--- src/rtl/corelet_ctrl.sv ---
// corelet_ctrl: runs one WS/OS tile pass: xmem -> L0/IFIFO, corelet inst sequencing, OFIFO -> pmem
module corelet_ctrl #(
  parameter int row = 8,
  parameter int col = 8,
  parameter int addr_bw = 11,
  parameter int len_bw = 7
) (
  input  logic               clk,
  input  logic               reset,
  input  logic               start,
  input  logic               cfg_mode,
  input  logic               cfg_acc,
  input  logic [len_bw-1:0]  cfg_len,
  input  logic [addr_bw-1:0] cfg_a_base,
  input  logic [addr_bw-1:0] cfg_w_base,
  input  logic [addr_bw-1:0] cfg_p_base,
  input  logic               o_valid,
  output logic [7:0]         inst,
  output logic               mode,
  output logic               output_en,
  output logic               xmem_cen_n,
  output logic [addr_bw-1:0] xmem_addr,
  output logic               pmem_cen_n,
  output logic               pmem_wen_n,
  output logic [addr_bw-1:0] pmem_addr,
  output logic               busy,
  output logic               done
);
  localparam int cw = 16;
  localparam logic [3:0] S_IDLE    = 4'd0;
  localparam logic [3:0] S_W_FILL  = 4'd1;
  localparam logic [3:0] S_K_LOAD  = 4'd2;
  localparam logic [3:0] S_K_FLUSH = 4'd3;
  localparam logic [3:0] S_A_FILL  = 4'd4;
  localparam logic [3:0] S_EXEC    = 4'd5;
  localparam logic [3:0] S_OUT     = 4'd6;
  localparam logic [3:0] S_DRAIN   = 4'd7;
  localparam logic [3:0] S_DONE    = 4'd8;

  logic [3:0]         state_q, state_d, nxt;
  logic [cw-1:0]      cnt_q, cnt_d, n_q, n_d, n_sat, plen, reads_d;
  logic               mode_q, mode_d, acc_q, acc_d;
  logic [addr_bw-1:0] a_base_q, a_base_d, w_base_q, w_base_d, p_base_q, p_base_d;
  logic [5:0]         ctl_q, ctl_d;
  logic               acc_o_q, acc_o_d, oen_q, oen_d, xcen_q, xcen_d, busy_q, busy_d, done_q, done_d;
  logic [addr_bw-1:0] xaddr_q, xaddr_d;
  logic               go, rd, last, fill_d, rd_x, wr_x, ifill_d;

  // configuration is captured only when a start is accepted from IDLE; length saturates at the L0/IFIFO depth
  assign go       = (state_q == S_IDLE) && start;
  assign n_sat    = (cw'(cfg_len) > cw'(64)) ? cw'(64) : cw'(cfg_len);
  assign n_d      = go ? n_sat : n_q;
  assign mode_d   = go ? cfg_mode : mode_q;
  assign acc_d    = go ? cfg_acc : acc_q;
  assign a_base_d = go ? cfg_a_base : a_base_q;
  assign w_base_d = go ? cfg_w_base : w_base_q;
  assign p_base_d = go ? cfg_p_base : p_base_q;

  // an OFIFO read happens on every valid cycle in DRAIN; DRAIN exits on the last one so remaining is never 0 here
  assign rd = (state_q == S_DRAIN) && o_valid;

  // length of the current phase in cycles (DRAIN: in reads); FILL phases are one longer than their read count
  assign plen = (state_q == S_W_FILL)  ? (mode_q ? n_q + cw'(1) : cw'(row + 1)) :
                (state_q == S_K_LOAD)  ? cw'(row) :
                (state_q == S_K_FLUSH) ? cw'(row + col) :
                (state_q == S_A_FILL)  ? n_q + cw'(1) :
                (state_q == S_EXEC)    ? n_q :
                (state_q == S_OUT)     ? cw'(row) :
                (state_q == S_DRAIN)   ? (mode_q ? cw'(row) : n_q) : cw'(1);
  assign last = (cnt_q == plen - cw'(1)) && ((state_q != S_DRAIN) || rd);

  // phase order: WS is W_FILL, K_LOAD, K_FLUSH, A_FILL, EXEC, DRAIN; OS is A_FILL, W_FILL, EXEC, OUT, DRAIN
  always_comb begin
    nxt = S_IDLE;
    case (state_q)
      S_W_FILL:  nxt = mode_q ? S_EXEC : S_K_LOAD;
      S_K_LOAD:  nxt = S_K_FLUSH;
      S_K_FLUSH: nxt = S_A_FILL;
      S_A_FILL:  nxt = mode_q ? S_W_FILL : S_EXEC;
      S_EXEC:    nxt = mode_q ? S_OUT : S_DRAIN;
      S_OUT:     nxt = S_DRAIN;
      S_DRAIN:   nxt = S_DONE;
      default:   nxt = S_IDLE;
    endcase
  end

  assign state_d = go ? ((n_sat == '0) ? S_DONE : (cfg_mode ? S_A_FILL : S_W_FILL)) :
                   (state_q == S_IDLE) ? S_IDLE : (last ? nxt : state_q);
  assign cnt_d   = ((state_q == S_IDLE) || last) ? '0 :
                   ((state_q == S_DRAIN) && !rd) ? cnt_q : cnt_q + cw'(1);

  // registered outputs are decoded from next state so they line up with the state they describe
  assign fill_d  = (state_d == S_W_FILL) || (state_d == S_A_FILL);
  assign ifill_d = (state_d == S_W_FILL) && mode_d;
  assign reads_d = ((state_d == S_W_FILL) && !mode_d) ? cw'(row) : n_d;
  assign rd_x    = fill_d && (cnt_d < reads_d);
  assign wr_x    = fill_d && (cnt_d != '0);
  assign xcen_d  = !rd_x;
  assign xaddr_d = rd_x ? (((state_d == S_W_FILL) ? w_base_d : a_base_d) + addr_bw'(cnt_d)) : '0;
  assign ctl_d   = {wr_x && ifill_d, (state_d == S_EXEC) && mode_d,
                    (state_d == S_K_LOAD) || (state_d == S_EXEC), wr_x && !ifill_d,
                    state_d == S_EXEC, state_d == S_K_LOAD};
  assign acc_o_d = (state_d == S_DRAIN) && acc_d && !mode_d;
  assign oen_d   = state_d == S_OUT;
  assign busy_d  = (state_d != S_IDLE) && (state_d != S_DONE);
  assign done_d  = state_d == S_DONE;

  // state, latched configuration and registered outputs
  always_ff @(posedge clk) begin
    if (!reset) begin
      state_q  <= S_IDLE;
      cnt_q    <= '0;
      n_q      <= '0;
      mode_q   <= 1'b0;
      acc_q    <= 1'b0;
      a_base_q <= '0;
      w_base_q <= '0;
      p_base_q <= '0;
      ctl_q    <= '0;
      acc_o_q  <= 1'b0;
      oen_q    <= 1'b0;
      xcen_q   <= 1'b1;
      xaddr_q  <= '0;
      busy_q   <= 1'b0;
      done_q   <= 1'b0;
    end else begin
      state_q  <= state_d;
      cnt_q    <= cnt_d;
      n_q      <= n_d;
      mode_q   <= mode_d;
      acc_q    <= acc_d;
      a_base_q <= a_base_d;
      w_base_q <= w_base_d;
      p_base_q <= p_base_d;
      ctl_q    <= ctl_d;
      acc_o_q  <= acc_o_d;
      oen_q    <= oen_d;
      xcen_q   <= xcen_d;
      xaddr_q  <= xaddr_d;
      busy_q   <= busy_d;
      done_q   <= done_d;
    end
  end

  // OFIFO read and pmem write are combinational from o_valid so a registered valid is never read twice
  assign inst       = {acc_o_q, rd, ctl_q};
  assign mode       = mode_q;
  assign output_en  = oen_q;
  assign xmem_cen_n = xcen_q;
  assign xmem_addr  = xaddr_q;
  assign pmem_cen_n = !rd;
  assign pmem_wen_n = !rd;
  assign pmem_addr  = rd ? p_base_q + addr_bw'(cnt_q) : '0;
  assign busy       = busy_q;
  assign done       = done_q;
endmodule

--- config.mk ---
export PLATFORM = sky130hd
export DESIGN_NAME = corelet_ctrl
export DESIGN_NICKNAME = d
export VERILOG_FILES = /design/src/rtl/corelet_ctrl.sv
export SDC_FILE = /design/constraint.sdc
export NUM_CORES = 1
export LEC_CHECK = 0
export BUFFER_PORTS_ARGS = -buffer_cell sky130_fd_sc_hd__buf_2
export CORE_MARGIN = 5
export CORE_UTILIZATION = 64
export CTS_BUF_LIST = sky130_fd_sc_hd__clkbuf_16
export CTS_CLUSTER_DIAMETER = 30
export DETAILED_ROUTE_END_ITERATION = 12
export MAX_ROUTING_LAYER = met4
export PLACE_DENSITY = 0.85
export SLEW_MARGIN = 20
export SYNTH_ARGS = -nofsm -noshare
export SYNTH_HDL_FRONTEND = slang
export SYNTH_SLANG_ARGS = --single-unit
--- constraint.sdc ---
create_clock -name clk -period 9.15 [get_ports clk]
set_input_delay 1.3725 -clock clk [delete_from_list [all_inputs] [get_ports clk]]
set_output_delay 1.3725 -clock clk [all_outputs]
set_load 0.03 [all_outputs]
==> results, run 1 <==
- The run finished with clean final reports.
- For this configuration, the core starts out at a cell density of between 60% and 70%.
- The remaining global-route overflow is 0.
- The first-pass detailed-route iteration total is 5.
- Buffers placed on the I/O ports in this run total just over 80.
- The kind of end point of the critical path is a flop.
- The global router's overall resource usage is between 30 and 40%.
- The most common cell type on the critical path is sky130_fd_sc_hd__a21oi_1.
- The biggest fanout along the worst timing path is 23.
- Summing the areas of all compound-gate instances in the mapped netlist gives about a fifth of the synthesized area.
- The count of nets left with antenna violations once routing finished came out at 0.
- Clock-pin slew was measured on the worst setup and hold paths at 70 ps.
- The synthesized area per cell is about 8 sq um.
- STA classifies the critical path startpoint as a flop.
- The worst stage delay on the critical path is ~640 ps.
- After synthesis the cells add up to 6550 sq um.
- After synthesis the netlist holds a flip-flop and latch count of 93.
- When the netlist entered floorplanning its net count stood at between 900 and 1000.
- The post-route worst hold slack is ~460 ps.
- The library cell used most frequently in the layout, excluding fill and tap cells, is sky130_fd_sc_hd__nand2_1.
- Of the total synthesized cell area, the portion taken by XOR and XNOR cells is around 6.7%.
- The portion of the post-synthesis area used by sequential elements is 28.4%.
- For this block, the via count after detailed routing is between 6000 and 7000.
- Entering global routing, the biggest net connects 64 pins.
- The final count of hold timing violations came to 0.
- The start of the worst register-to-register path is state_q[2].
- The number of warning messages in the yosys log is 0.
- Counting every instance in the synthesized netlist gives approximately 820.
- The quantity of hold-fixing buffers added after cts is 0.
- The number of buffers on the longest clock path is 2.
- For the final database, setup skew stands at approximately 12 ps.
- The placeable core region is between 10000 and 15000 sq um.
- The total CTS buffers is 9.
- Across the run, the number of max-cap violations was 0.
- Among all stages on the critical path, the largest delay is contributed by sky130_fd_sc_hd__dfxtp_1.
- The synthesized netlist devotes between 20 and 30% of its cell area to simple gates.
- The count of pins on the block boundary is 83.
- The total power of the final layout is ~0.0018 W.
- The number of cells traversed by the worst register-to-register path is 28.
- The share of the clock period used by the worst path after layout is slightly above 80%.
- Leaving out fill and tap cells, the most frequent cells in the layout are sky130_fd_sc_hd__nand2_1 (95), sky130_fd_sc_hd__dfxtp_1 (93), sky130_fd_sc_hd__buf_2 (82), sky130_fd_sc_hd__nor2_1 (72), sky130_fd_sc_hd__ha_1 (38).
- The clock reaches the later pin of the worst-skew pair after 350 ps.
- The endpoint with the worst hold slack is a_base_q[4].
- The average wire length per cell after detail routing is roughly 18 um.
- The die outline height is between 100 and 150 um.
- The initial antenna violation count is 0.
- The number of vias per cell after detailed routing is between 6 and 7.
- The number of diodes is 0.
- In the synthesized netlist, mux cells make up roughly 4.5% of the area.
- After Yosys synthesis, full adders, half adders and majority gates account for 7.87% of the synthesized area.
- The critical path start-end classification is flop to flop.
- The clock root buffer is sky130_fd_sc_hd__clkbuf_16.
- After detailed routing, the total wire length is around 18000 um.
- The number of clock sinks is 93.
- The startpoint of the lowest-slack hold path is a_base_q[4].
- For the pin with the worst max-slew slack, the measured transition is 961 ps.
- The classification of the worst-slack hold path is flop to flop.
- The proportion of register bits with asynchronous set or reset after synthesis is 0%.
- Setup violations remaining at the end of the flow were counted as 0.
- The worst path arrival time is 7770 ps.
- The count of flip-flops with a built-in enable after synthesis is 0.
- The count of cells along the worst hold path is 2.
- Measured along the x axis, the die boundary spans 111 um.
- At the worst endpoint, the required time is 9390 ps.
- Among all flip-flop cells after synthesis, the most frequent one is sky130_fd_sc_hd__dfxtp_1.
- The share of the core filled with cells in the final layout is between 70% and 80%.
- The site row count is 37.
- For this run, design rule violations remaining after detail routing come to 0.
- Counting I/O delays and the setup requirement, the final critical path takes roughly 7500 ps.
- The endpoint of the worst register-to-register path is xmem_addr[10].
- The DRC marker count from the first detailed-route iteration is between 400 and 500.
- The HPWL after detailed placement is around 14000 um.
- The number of pins exceeding their max-slew limit in the final report is 0.
- Setup repair after global routing left no endpoint under its margin.
- The distinct cell type count after synthesis is 74.
- In this run the register-to-register setup slack is about 1600 ps.
- The global-route wire length before repair is between 30000 and 40000 um.
- Derived from the worst setup path, the maximum achievable clock frequency is ~130 MHz.
- The number of resized instances in the post-cts repair step is 0.
- The die area is between 10000 and 15000 sq um.
- The count of nets after finishing is about 960.
- The post-synthesis to final-layout area growth is 10.8%.
- The number of buffers added for setup after CTS is 0.
- The H-tree was split into 3 levels.
- Cells with a size suffix above 1 make up between 10% and 20% of the layout.
- The power per cell area is about 250 nW/um^2.
- At the end of routability-driven placement, the weighted congestion stood at between 0.9 and 1.
- In this run the static leakage power is approximately 3 nW.
- By area, the combinational part of the netlist is dominated by simple AND/OR/NAND/NOR gates.
- The worst relative slew slack is a little over a third.
- The maximum vdd ir drop is 140 uV.
- The number of global-route vias before repair is 5960.
- The CTS tree is built.
- The sum of negative setup slack is 0 ps.
[worst max-delay path, delay by kind of cell (launching register included)]
kind / cells / cell delay, ps
buf+inv: 2 / 360
xor+xnor: 1 / 180
simple gates: 8 / 1990
fa+ha+maj: 2 / 590
mux: 1 / 270
flops: 1 / 640
compound gates: 14 / 3400
[worst max path at each step]
stage	cells past startpoint	endpoint	from	slack (ps)
3_5_place_dp	28	xmem_addr[10]	state_q[2]	1900
4_1_cts	28	xmem_addr[10]	state_q[2]	1770
2_1_floorplan	32	xmem_addr[10]	mode	2720
5_1_grt	28	xmem_addr[10]	state_q[2]	1030
3_3_place_gp	28	xmem_addr[10]	state_q[2]	2230
6_report	28	xmem_addr[10]	state_q[2]	1620
[cell usage after synthesis, types with 21 or more instances]
cell | instances | area, sq um
sky130_fd_sc_hd__a21boi_0 | 37 | 278
sky130_fd_sc_hd__a21oi_1 | 35 | 175
sky130_fd_sc_hd__and3_1 | 21 | 131
sky130_fd_sc_hd__clkbuf_1 | 30 | 113
sky130_fd_sc_hd__dfxtp_1 | 93 | 1860
sky130_fd_sc_hd__ha_1 | 38 | 475
sky130_fd_sc_hd__inv_1 | 30 | 113
sky130_fd_sc_hd__nand2_1 | 96 | 360
sky130_fd_sc_hd__nand3_1 | 25 | 125
sky130_fd_sc_hd__nor2_1 | 72 | 270
sky130_fd_sc_hd__nor2b_1 | 21 | 131
sky130_fd_sc_hd__nor3_1 | 36 | 180
sky130_fd_sc_hd__xnor2_1 | 37 | 324
[flip-flops by register name, indices dropped and copies added, names as in the netlist]
name and count:
cnt_q 16, n_q 16, a_base_q 11, p_base_q 11, w_base_q 11, xmem_addr 11, ctl_q 6, state_q 4
acc_o_q 1, acc_q 1, busy 1, done 1, mode 1, output_en 1, xmem_cen_n 1
[where the power goes]
group	internal (W)	switching, W
clock	0.000214	0.000167
sequential	0.000468	0.0000521
combinational	0.000341	0.000561
[kinds of logic (layout without fill, tap and decap cells)]
family | Yosys count | in the layout
buffers and inverters | 75 | 131
adders and majority gates | 40 | 40
muxes | 17 | 17
and+or+nand+nor | 362 | 362
xor gates and xnor gates | 49 | 49
AOI/OAI and AO/OA | 181 | 181
DFF | 93 | 93
[per-stage QoR]
stage,cells,worst slack [ps],area [sq um]
floorplan,817,2720,6550
global placement,994,2230,6960
detailed placement,994,1900,6960
CTS,1009,1770,7260
global route,1009,1030,7260
finish,1009,1620,7260
[layout make-up]
type                            instances  area, sq um
Fill cell                             772         2880
Tap cell                              136          170
Multi-Input combinational cell        649         4380
Clock inverter                          6         71.3
Sequential cell                        93         1860
Clock buffer                            9          225
Timing Repair Buffer                   86          440
Inverter                               30          113
[metal layers]
layer	vias to the layer above	track usage (%)	routed length, um	part of all wire [%]
met4	0	10.9	602	3.3
met3	54	5.02	1370	7.5
met5	-	-	0	0
met2	273	47.4	8310	46
li1	3034	-	-	-
met1	2905	40.1	7910	43
(Power assumes the default switching activity.)
==> run 2, diff against run 1 <==
Settings changed: CORE_UTILIZATION 64 to 53, PLACE_DENSITY 0.85 to 0.75.
Clock period 9.15 ns to 6.8 ns, I/O delays scaled along.
==> run 2 against run 1 <==
Effect of this change:
- critical path depth increased by 1
- worst hold slack better by 0.83 ps
- sequential share of layout area decreased by 0.59 points
- critical path type unchanged
- largest power group unchanged
==> results, run 2 (same netlist as run 1, synthesis figures left out) <==
- The worst hold path terminates at w_base_q[2].
- Setup violations remaining at the end of the flow were counted as 0.
- The starting utilization of the core area is around 54%.
- The congestion estimate from routability-driven global placement came to roughly 1.0.
- VDD sags by at most about 240 uV.
- The post-route worst hold slack is between 400 and 500 ps.
- The final HPWL from detailed placement is approximately 13000 um.
- The critical path start-end classification is flop to flop.
- The largest registers in the layout are cnt_q (16), n_q (16).
- The worst hold path was traced through 2 stages.
- The number of cells traversed by the worst register-to-register path is 29.
- The die area is 14700 sq um.
- Before antenna repair, the detailed router went through 5 iterations.
- CTS saw 93 sinks.
- STA classifies the critical path endpoint as a flop.
- The total CTS buffers is 9.
- The first global-routing pass estimated 28400 um of wire.
- The routed layout has 6112 vias.
- Input and output buffers added on the ports amount to 82.
- The classification of the worst-slack hold path is flop to flop.
- Including well taps, the total number of placed cells is 1040.
- The number of max-capacitance violations reported is 0.
- Derived from the worst setup path, the maximum achievable clock frequency is between 150 and 200 MHz.
- Entering global routing, the biggest net connects between 60 and 70 pins.
- Among cell families on the critical path, the largest total delay comes from simple AND/OR/NAND/NOR gates.
- Dividing the final minimum period by the clock period gives between 90 and 100%.
- The number of vias per cell after detailed routing is approximately 5.8.
- Dividing the detail-routed wire length by the instance count gives 16.3 um.
- The endpoint of the worst register-to-register path is xmem_addr[10].
- The area growth from synthesis to layout is 13.9%.
- The worst relative slew slack is about half.
- The time the final worst path needs with I/O delays and setup is between 6000 and 7000 ps.
- The DRC marker count from the first detailed-route iteration is around 630.
- Setup slack on the worst reg-to-reg path comes out at approximately 480 ps.
- The number of pins exceeding their max-slew limit in the final report is 0.
- The number of global-route vias before repair is between 5000 and 6000.
- After clock tree synthesis, the clock-pin slew on the worst setup and hold paths is roughly 70 ps.
- The clock latency on the worst-skew pair is between 300 and 400 ps.
- The startpoint of the lowest-slack hold path is w_base_q[2].
- In the layout the commonest cells are sky130_fd_sc_hd__nand2_1 (95), sky130_fd_sc_hd__dfxtp_1 (89), sky130_fd_sc_hd__buf_2 (82), sky130_fd_sc_hd__nor2_1 (72), sky130_fd_sc_hd__ha_1 (38).
- In this run the horizontal extent of the chip is 121 um.
- The count of nets after finishing is 972.
- The power per cell area is between 300 and 400 nW/um^2.
- The maximum clock skew at final layout is around 11 ps.
- The post-layout instance count excluding filler cells is 1059.
- TritonCTS built the clock tree.
- 83 I/O pins were placed.
- The worst stage delay on the critical path is 580 ps.
- Together, buffers and inverters on the worst path number 3.
- The floorplan step set the die height to between 100 and 150 um.
- The detailed route wirelength on metal3 is 1210 um.
- Row generation in the floorplan step produced 40 rows.
- In this run the standard cell core region covers 12100 sq um.
- The total met2 wirelength after detailed routing is between 7000 and 8000 um.
- The detail route stage leaves a number of antenna-violating nets equal to 0.
- The final count of hold timing violations is 0.
- The total wirelength of the detailed-routed design is approximately 17000 um.
- The number of diodes is 0.
- The master of the slowest instance on the critical path is sky130_fd_sc_hd__or4b_4.
- The global router's overall resource usage is between 20% and 30%.
- The worst path arrival time is approximately 6500 ps.
- The data required time at the worst endpoint is about 7000 ps.
- The remaining routing DRC violations is 0.
- The remaining global-route overflow is 0.
- After detailed routing, the wire length on met1 is between 8000 and 9000 um.
- Of the cells placed in the final design, the portion with a size suffix greater than 1 is 16.6%.
- The initial antenna violation count was 0.
- The top routing layer in use is met4.
- The root buffer cell chosen for the clock tree is sky130_fd_sc_hd__clkbuf_16.
- The transition at the pin with the smallest max-transition slack is about 750 ps.
- The start of the worst register-to-register path is mode.
- The clock tree synthesis step divided the H-tree into 3 levels.
- The analysis attributes to cell leakage a power of about 3.1 nW.
- STA classifies the critical path startpoint as a flop.
- Along the worst path, the maximum fanout reaches 11.
- The number of buffers on the longest clock path is 2.
- The run finished with clean final reports.
- The most common library cell in the layout ignoring fill and taps is sky130_fd_sc_hd__nand2_1.
## run 2: how the worst max path moves through the flow
stage | start | end | slack, ps | cells after the start
global placement | state_q[2] | xmem_addr[10] | 330 | 30
detailed placement | state_q[2] | xmem_addr[10] | 60 | 30
global route | n_q[0] | xmem_addr[10] | -20 | 28
finish | mode | xmem_addr[10] | 480 | 29
floorplan | mode | xmem_addr[10] | 370 | 32
CTS | state_q[2] | xmem_addr[10] | 30 | 30
## run 2: power breakdown
part           total, W  leakage (nW)  internal (W)  switching [W]
clock          0.000509         0.146      0.000283       0.000225
sequential     0.000695         0.759      0.000632      0.0000635
combinational   0.00128          2.24      0.000517       0.000764
total           0.00248          3.14       0.00143        0.00105
## run 2: worst reg2reg max path: cells and delay by family, from the launching register on
kind | cells | cell delay, ps
AO/OA/AOI/OAI | 10 | 1750
XOR/XNOR | 1 | 150
adder cells (fa/ha/maj) | 2 | 390
buffers and inverters | 3 | 430
flip-flops | 1 | 370
multiplexers | 2 | 680
AND/OR/NAND/NOR | 11 | 2390
## run 2: what timing repair did
action / 4_1_cts / 5_1_grt
setup endpoints to repair: 0 / 12
gates resized for setup: 0 / 12
hold buffers: 0 / 0
setup buffers: 0 / 3
## run 2: stage by stage
| step | cell area (sq um) | util, % | setup TNS [ps] | setup slack (ps) | total power [W] |
|---|---|---|---|---|---|
| after global routing | 7460 | 61.8 | -19.2 | -19.2 | 0.00266 |
| final | 7460 | 61.8 | 0 | 478 | 0.00248 |
| after global placement | 7110 | 58.9 | 0 | 326 | 0.00192 |
| after floorplan | 6550 | - | 0 | 371 | 0.00165 |
| after CTS | 7400 | 61.3 | 0 | 34.2 | 0.00245 |
| after detailed placement | 7110 | 58.9 | 0 | 64.4 | 0.00193 |
## run 2: layout make-up
class | count | area [sq um]
Fill cell | 1096 | 4600
Timing Repair Buffer | 103 | 568
Multi-Input combinational cell | 649 | 4410
Clock inverter | 7 | 66.3
Sequential cell | 93 | 1870
Clock buffer | 9 | 225
Inverter | 30 | 113
Tap cell | 168 | 210
## run 2: layer usage
layer	vias up	track usage, %
li1	3052	-
met1	2809	34.7
met2	220	36.5
met3	31	4.80
met4	0	6.93
met5	-	-
==> run 3, diff against run 2 <==
Settings changed: CORE_UTILIZATION 53 to 50, PLACE_DENSITY 0.75 to 0.68.
Clock period 6.8 ns to 7.5 ns, I/O delays scaled along.
==> run 3 against run 2 <==
Effect of this change:
- sequential power down 8.9%
- core utilization fell by 4.1 points
- die area up 5.5%
- combinational power fell by 13%
- flip-flop and latch count unchanged
- critical path depth stayed put
- worst setup slack better by 220 ps
- via count is 1.3% higher
- global-route usage grew 0.053 points
- design area fell by 1.5%
- sequential share of layout area rose by 0.34 points
- worst hold slack improved by 1.5 ps
- critical path type unchanged
- highest routed layer unchanged
==> results, run 3 (same netlist as run 1, synthesis figures left out) <==
- The initial utilization of the core area, before any placement, comes to between 50 and 60%.
- The number of global-route vias before repair is roughly 6000.
- In this run the standard cell core region covers approximately 13000 sq um.
- The count of nets after finishing is around 960.
- The ratio of cells with drive above 1 in the final layout is between 10% and 20%.
- The largest registers in the layout are cnt_q (16), n_q (16).
- The share of the core filled with cells in the final layout is around 58%.
- The final weighted congestion in routability-driven placement is slightly above 0.9.
- The number of antenna diodes in the final layout is 0.
- The post-placement cell count is 1031.
- The slack of the critical path is around 700 ps.
- The run finished with clean final reports.
- The global router's overall resource usage is ~25%.
- The worst hold path begins at a_base_q[4].
- In the routed design, unresolved DRC markers number 0.
- The critical path is of the flop to flop type.
- Clock tree synthesis selected as its root buffer the cell sky130_fd_sc_hd__clkbuf_16.
- The DRC marker count from the first detailed-route iteration is between 600 and 700.
- The count of buffers added on input and output ports is a little over 80.
- The routed design has roughly 19000 um of wire.
- The post-synthesis to final-layout area growth is 12.1%.
- The number of H-tree levels is 3.
- The later pin in the worst-skew pair is clocked with a latency of 360 ps.
- The register area is 1870 sq um.
- The transition at the pin with the smallest max-transition slack is between 1000 and 1500 ps.
- The first-pass detailed-route iteration total is 6.
- The cell area after placement is approximately 7000 sq um.
- After global routing, the most crowded layer is met2.
- The area occupied by multi-input gates is around 4400 sq um.
- The total of endpoints with negative setup slack in the final report is 0.
- The master of the slowest instance on the critical path is sky130_fd_sc_hd__or4b_4.
- The initial antenna violation count is 0.
- The finished cells cover about 7300 sq um.
- The clock drives 93 sinks.
- The CTS tree is built.
- Across all layers, the routed design uses ~6200 vias.
- The classification of the worst-slack hold path is flop to flop.
- The die covers around 15000 sq um.
- The slack of the worst reg-to-reg path is approximately 700 ps.
- The worst stage delay on the critical path is a little under 600 ps.
- For the worst setup path, the data arrival time is about 7000 ps.
- The most common library cell in the layout ignoring fill and taps is sky130_fd_sc_hd__nand2_1.
- The endpoint of the worst register-to-register path is xmem_addr[10].
- between 80 and 90 I/O pins were placed.
- The total CTS buffers is 9.
- After global routing the overflow that remains totals 0.
- The post-layout instance count excluding filler cells is 1047.
- The number of pins exceeding their max-slew limit in the final report is 0.
- The start of the worst register-to-register path is state_q[2].
- The setup slack after placement is ~540 ps.
- The filler cell count is 1192.
- The count of cells along the worst hold path is 2.
- The most common cell type on the critical path is sky130_fd_sc_hd__a21oi_1.
- The endpoint with the worst hold slack is a_base_q[4].
- Across the routed clock network, the largest skew measured is 11.4 ps.
- The data required time at the worst endpoint is around 7800 ps.
- The worst relative slew slack is a little over a quarter.
- The top cell types in the final layout, fill and taps aside, are sky130_fd_sc_hd__nand2_1 (95), sky130_fd_sc_hd__dfxtp_1 (90), sky130_fd_sc_hd__buf_2 (82), sky130_fd_sc_hd__nor2_1 (72), sky130_fd_sc_hd__ha_1 (38).
- The worst setup path is captured at a flop.
- The longest clock path from root to sink contains 2 buffers.
- In this run the vertical extent of the chip is approximately 120 um.
- The number of cells traversed by the worst register-to-register path is 29.
- Setup repair after global routing left no endpoint under its margin.
- The routing usage on met3 is under 10%.
- Summed over all nets, the half-perimeter wirelength after detailed placement is around 15000 um.
- The met2 track demand over resource in global routing is between 30% and 40%.
- IR analysis of the VDD net gives a maximum drop of between 100 and 150 uV.
- The x dimension of the die is approximately 120 um.
- The top achievable clock speed is about 150 MHz.
- Dividing total power by cell area gives a power density of between 300 and 400 nW/um^2.
- Entering global routing, the biggest net connects between 60 and 70 pins.
- The time the final worst path needs with I/O delays and setup is 6800 ps.
- The sum of negative setup slack is 0 ps.
- The biggest fanout along the worst timing path is 18.
- The global-route wire length before repair is between 30000 and 40000 um.
- The element type at the critical path start is a flop.
- The average wire length per cell after detail routing is approximately 18 um.
- Max-cap violations in this run came to 0.
- After clock tree synthesis, the clock-pin slew on the worst setup and hold paths is 70 ps.
- The leakage component of the power is 3.07 nW.
- Global routing consumed, on the met1 layer, approximately a third of the routing resources.
- The post-detailed-route count of antenna-violating nets is 0.
- Dividing the final minimum period by the clock period gives around 91%.
- The site row count is 41.
- The final count of hold timing violations is 0.
- Dividing the detail-routed via count by the number of cells gives just under 6.
## run 3: per-stage QoR
step                      power (W)  hold slack, ps
final                       0.00223             463
after global routing        0.00239             487
after CTS                   0.00223             466
after detailed placement    0.00174             457
after global placement      0.00172             447
after floorplan             0.00149             440
## run 3: critical path: cells and delay by family (launching register included)
kind | cells | cell delay, ps
AO/OA/AOI/OAI | 14 | 2470
AND/OR/NAND/NOR | 9 | 2460
adder cells (fa/ha/maj) | 3 | 800
flip-flops | 1 | 490
multiplexers | 1 | 240
XOR/XNOR | 1 | 170
buffers and inverters | 1 | 60
## run 3: cell type report
cell class	instances	share of cell area [%]
Sequential cell	93	25.4
Multi-Input combinational cell	649	59.7
Inverter	30	1.53
Tap cell	172	2.93
Timing Repair Buffer	87	6.10
Clock inverter	7	1.24
Clock buffer	9	3.07
## run 3: worst max-delay path by stage
stage	startpoint	to	slack, ps	cells after the start
after global routing	state_q[2]	xmem_addr[10]	50	29
after CTS	state_q[2]	xmem_addr[10]	470	29
after detailed placement	state_q[2]	xmem_addr[10]	540	29
after global placement	state_q[2]	xmem_addr[10]	750	29
after floorplan	mode	xmem_addr[10]	1070	32
final	state_q[2]	xmem_addr[10]	700	29
## run 3: power by group
group	switching, W	total, W	leakage [nW]	internal, W
Sequential	0.0000613	0.000633	0.758	0.000571
Clock	0.000225	0.000492	0.151	0.000267
Combinational	0.000685	0.00111	2.16	0.000423
Total	0.000971	0.00223	3.07	0.00126
## run 3: repair_timing
action,in CTS,in global routing
hold endpoints to repair,0,0
gates resized for setup,0,4
hold buffers,0,0
buffers inserted,0,0
setup endpoints to repair,0,12
## run 3: metal layers
| metal | wire length [um] | up-vias |
|---|---|---|
| li1 | - | 3036 |
| met1 | 8690 | 2908 |
| met2 | 8470 | 203 |
| met3 | 1070 | 44 |
| met4 | 505 | 0 |
| met5 | 0 | - |
